$ cat src/rtl/fetch_pkg.sv
// Shared types and constants for the LEGv8 instruction fetch stage.
package fetch_pkg;

    typedef enum logic [1:0] {
        IDLE = 2'd0,
        REQ  = 2'd1,
        HOLD = 2'd2
    } fetch_state_t;

    localparam int INSTR_W  = 32;
    localparam int PC_INCR  = 4;
    localparam int BR_SHIFT = 2;

endpackage

$ cat src/rtl/branch_target.sv
// Branch target adder: pc plus a word offset scaled to bytes, modulo 2^N.
module branch_target
    import fetch_pkg::*;
#(
    parameter int N = 64
) (
    input  logic [N-1:0] pc,
    input  logic [N-1:0] sign_imm,
    output logic [N-1:0] target
);

    // Shifting at width N drops the top BR_SHIFT bits of the offset.
    assign target = pc + (sign_imm << BR_SHIFT);

endmodule

$ cat src/rtl/fetch_unit.sv
// Instruction fetch stage: holds the PC, fetches one word per instruction
// over req/ack and buffers it for decode until consumed.
module fetch_unit
    import fetch_pkg::*;
#(
    parameter int           N        = 64,
    parameter logic [N-1:0] RESET_PC = '0
) (
    input  logic               clk,
    input  logic               reset,
    output logic               imem_req,
    output logic [N-1:0]       imem_addr,
    input  logic               imem_ack,
    input  logic [INSTR_W-1:0] imem_rdata,
    output logic [INSTR_W-1:0] instr,
    output logic               instr_valid,
    input  logic               instr_ready,
    output logic [N-1:0]       pc,
    input  logic               pc_src,
    input  logic [N-1:0]       sign_imm
);

    // state | meaning
    // IDLE  | one settling cycle after reset, no request
    // REQ   | imem_req high at pc, waiting for imem_ack
    // HOLD  | instr valid, waiting for decode to consume it
    fetch_state_t state;

    logic [N-1:0] pc_plus4;
    logic [N-1:0] pc_branch;

    assign pc_plus4  = pc + N'(PC_INCR);
    assign imem_addr = pc;

    branch_target #(.N(N)) u_branch_target (
        .pc       (pc),
        .sign_imm (sign_imm),
        .target   (pc_branch)
    );

    always_ff @(posedge clk or posedge reset) begin
        if (reset) begin
            state       <= IDLE;
            pc          <= RESET_PC;
            instr       <= '0;
            instr_valid <= 1'b0;
            imem_req    <= 1'b0;
        end else begin
            case (state)
                IDLE: begin
                    state    <= REQ;
                    imem_req <= 1'b1;
                end
                REQ: begin
                    if (imem_ack) begin
                        instr       <= imem_rdata;
                        state       <= HOLD;
                        imem_req    <= 1'b0;
                        instr_valid <= 1'b1;
                    end
                end
                HOLD: begin
                    // Branch inputs only matter on the consuming edge.
                    if (instr_valid && instr_ready) begin
                        pc          <= pc_src ? pc_branch : pc_plus4;
                        state       <= REQ;
                        instr_valid <= 1'b0;
                        imem_req    <= 1'b1;
                    end
                end
                default: begin
                    state       <= IDLE;
                    instr_valid <= 1'b0;
                    imem_req    <= 1'b0;
                end
            endcase
        end
    end

endmodule
$ cat config.mk
export PLATFORM = sky130hd
export DESIGN_NAME = fetch_unit
export DESIGN_NICKNAME = d
export VERILOG_FILES = /design/src/rtl/fetch_pkg.sv /design/src/rtl/branch_target.sv /design/src/rtl/fetch_unit.sv
export SDC_FILE = /design/constraint.sdc
export NUM_CORES = 1
export LEC_CHECK = 0
export CELL_PAD_IN_SITES_DETAIL_PLACEMENT = 0
export CELL_PAD_IN_SITES_GLOBAL_PLACEMENT = 2
export CORE_MARGIN = 1.5
export CORE_UTILIZATION = 29
export CTS_BUF_LIST = sky130_fd_sc_hd__clkbuf_8
export DETAILED_ROUTE_END_ITERATION = 8
export PLACE_DENSITY_LB_ADDON = 0.05
export SLEW_MARGIN = 20
export SYNTH_ARGS = -nofsm -noshare
export SYNTH_HDL_FRONTEND = slang
export SYNTH_SLANG_ARGS = --single-unit
$ cat constraint.sdc
create_clock -name clk -period 7.05 [get_ports clk]
set_input_delay 1.41 -clock clk [delete_from_list [all_inputs] [get_ports clk]]
set_output_delay 1.41 -clock clk [all_outputs]
set_load 0.01 [all_outputs]
==> summary.txt <==
STA
  • Period utilisation layout: 67.27%
  • Worst slew pin tran: 0.8173 ns
  • Hold WS: 0.5159 ns
  • Worst rel slew slack: 45.51%
  • Hold Fails Final Rpt: 0
  • Worst Skew: 0.02163 ns
  • Setup Viol. Count Final: 0
  • Fmax achieved: 210.9 MHz
  • Setup Total Neg Slack: 0 ns
  • Final-report max-slew violation count: 0
  • RSZ-0062 raised after global routing: false
  • Min Tclk post-route: 4.743 ns

Critical path
  • Worst path required time: 7.35 ns
  • Startpoint types: input port
  • Capturing point of the worst reg2reg path: imem_addr[60]
  • Critical path startpoint: pc_src
  • FF-to-FF path depth: 13
  • R2r setup slk: 3.48 ns
  • End point of the critical path: imem_addr[60]
  • Worst-path fanout max: 48
  • Crit path DAT: 5.04 ns
  • Crit end category: flop
  • Worst R2R Start: imem_addr[2]
  • Crit Path Class: input port to flop

Cells and area
  • Fin area: 10420 µm²
  • # fillers: 2711
  • Commonest non-fill, non-tap cell in the layout: clkdlybuf4s50_1
  • Layout cells sized above 1: 7.024%
  • Commonest non-fill, non-tap cells in the layout: clkdlybuf4s50_1, nand2_1, dfrtp_1
  • Area Growth Syn to Fin: 33.30%
  • Diode count: 0
  • Fin nets: 1240

Die
  • Core area: 26280 µm²
  • Die Y: 167.2 µm
  • I/O pins: 263
  • Die area: 27940 µm²
  • Initial Util: 29.74%
  • Width of the die: 167.2 µm
  • # rows: 59

Logic synthesis
  • Post-synth top area cell: dfrtp_1
  • Predominant post-synthesis flop cell: dfrtp_1
  • EDFF count, synth: 0
  • Warnings from Yosys: 0
  • Number of synthesized register bits: 97
  • Post-synth top area share: 31.06%
  • Fraction of registers with async set/reset: 100.0%
  • Post-synthesis sequential area ratio: 31.06%
  • Gate Count Post-Synth: 903
  • Cell area after synthesis: 7815 µm²
  • Syn Area/Cell: 8.654 µm²
  • Synth cell types: 64
  • Synth area leaders: dfrtp_1, ha_1, buf_4, nand2_1, and2_1

Run
  • MaxCap Viol Count: 0

Drt
  • Final wirelength: 23480 µm
  • Routed Antenna Nets: 0
  • WL per Instance: 16.57 µm
  • DRC Markers: 0
  • Starting DRT DRC Count: 306
  • DR pass1 iterations: 4
  • Met3 wire len: 996 µm
  • WL met2: 10670 µm
  • Top Metal Used: met4
  • Vias per cell: 4.814
  • Via count: 6822
  • Post-Route M1 WL: 11650 µm

Pwr
  • Clock power share: 9.7%
  • Flop pwr share: 26.5%
  • Tot Pwr: 4.113 mW
  • Sw frac: 42.86%
  • Pwr per Cell Area: 394.9 nW/µm²
  • Power share of the combinational group: 63.8%
  • Worst vdd ir: 157.0 µV
  • Sw power: 1.763 mW
  • Pint: 2.350 mW
  • Leak pwr: 4.547 nW

Global route
  • Initial antenna violation count: 0
  • GRT Util Overall: 16.79%
  • Number of global-route vias before repair: 6791
  • Largest net degree at the start of global routing: 67
  • First-pass GRT wire length: 37540 µm
  • Total grt overflow: 0

Clock tree
  • Clock Path Buffers: 2
  • Post-cts sizing count: 0
  • Root Driver: clkbuf_8
  • Setup bufs post-CTS: 0
  • Clk Latency, worst-skew pair: 0.40 ns
  • Clock sinks: 97
  • Clk pin slew, worst setup/hold paths: 0.13 ns
  • CTS buffer count: 9
  • H-tree depth: 3
  • CTS tree: yes
  • CTS Hold Bufs: 0

Place
  • IO Port Bufs: 256
  • Area after DPL: 10210 µm²
  • GPL Wtd Cong: 0.7724
  • DP HPWL: 18260 µm

Worst hold path
  • Worst min-delay path category: flop to flop

Run status
  • Outcome: finished clean
## critical path, stage by stage
cell and delay, ns:
buf_2 0.62, nand2_1 0.20, fa_1 0.48, nor2b_1 0.16, o31a_1 0.18, o31a_1 0.22, o2bb2ai_1 0.17, a2bb2oi_1 0.46
a21bo_1 0.26, a21oi_2 0.15, o21ai_1 0.40, a221o_1 0.24, o21ai_1 0.06
## cells by family after synthesis
group / share of synthesized area [%]
DFF: 31.06
muxes: 4.931
other: 0.04798
xor gates and xnor gates: 6.052
and+or+nand+nor: 16.94
buffers and inverters: 9.014
adders and majority gates: 10.02
AOI/OAI and AO/OA: 21.93
## worst min path at each step
stage,slack [ns],end,cells after the start,startpoint
after floorplan,0.48,instr_valid,1,state[1]
after detailed placement,0.49,instr[30],1,instr[30]
after global placement,0.49,instr[3],1,instr[3]
after global routing,0.53,instr[19],1,instr[19]
final,0.52,instr[30],1,instr[30]
after CTS,0.52,instr[30],1,instr[30]
## power groups by stage
stage | sequential, mW | combinational, mW | clock, mW
5_1_grt | 1.14 | 2.87 | 0.440
6_report | 1.09 | 2.63 | 0.398
3_5_place_dp | 1.11 | 2.64 | 0
4_1_cts | 1.10 | 2.65 | 0.424
2_1_floorplan | 1.17 | 1.53 | 0
3_3_place_gp | 1.10 | 2.65 | 0
## routing by layer
layer | vias up | GRT usage [%]
met3 | 9 | 2.623
met1 | 3163 | 23.49
li1 | 3474 | -
met4 | 0 | 2.938
met2 | 176 | 27.63
met5 | - | 0
## sequential cells by signal, indices dropped and copies added, names as in the netlist
register / count
instr: 32
imem_addr: 62
state: 2
instr_valid: 1
## synth_stat cells, types with 4 or more instances
cell / count
and2_1: 64
a31oi_1: 7
a21o_2: 4
or3_1: 4
nor3_1: 6
a21boi_0: 4
nand3_1: 11
xnor2_1: 29
a21oi_1: 67
a211oi_1: 5
ha_1: 61
o31ai_1: 9
o21a_1: 8
a221o_1: 4
nand2b_1: 5
xor2_1: 25
dfrtp_1: 97
o21ai_0: 60
nand2_1: 111
nor2_1: 34
mux2_2: 32
o21ai_1: 21
clkbuf_1: 31
and3_1: 5
inv_1: 19
o21bai_1: 9
buf_4: 66
a21o_1: 35
nand4_1: 12
## cell type report
type | instances | area (µm²) | area share, %
Clock inverter | 7 | 78.83 | 0.7567
Clock buffer | 9 | 123.9 | 1.189
Tap cell | 335 | 419.2 | 4.024
Inverter | 19 | 73.82 | 0.7086
Sequential cell | 97 | 2427 | 23.30
Timing Repair Buffer | 260 | 2587 | 24.84
Multi-Input combinational cell | 690 | 4707 | 45.18
## per-stage QoR
stage	utilization, %	setup slack [ns]	cells
final	39.64	2.307	1417
after CTS	39.64	2.220	1417
after global routing	39.64	1.993	1417
after floorplan	-	2.753	906
after global placement	38.87	1.769	1401
after detailed placement	38.87	1.772	1401
Power figures use the tool's default switching activity.
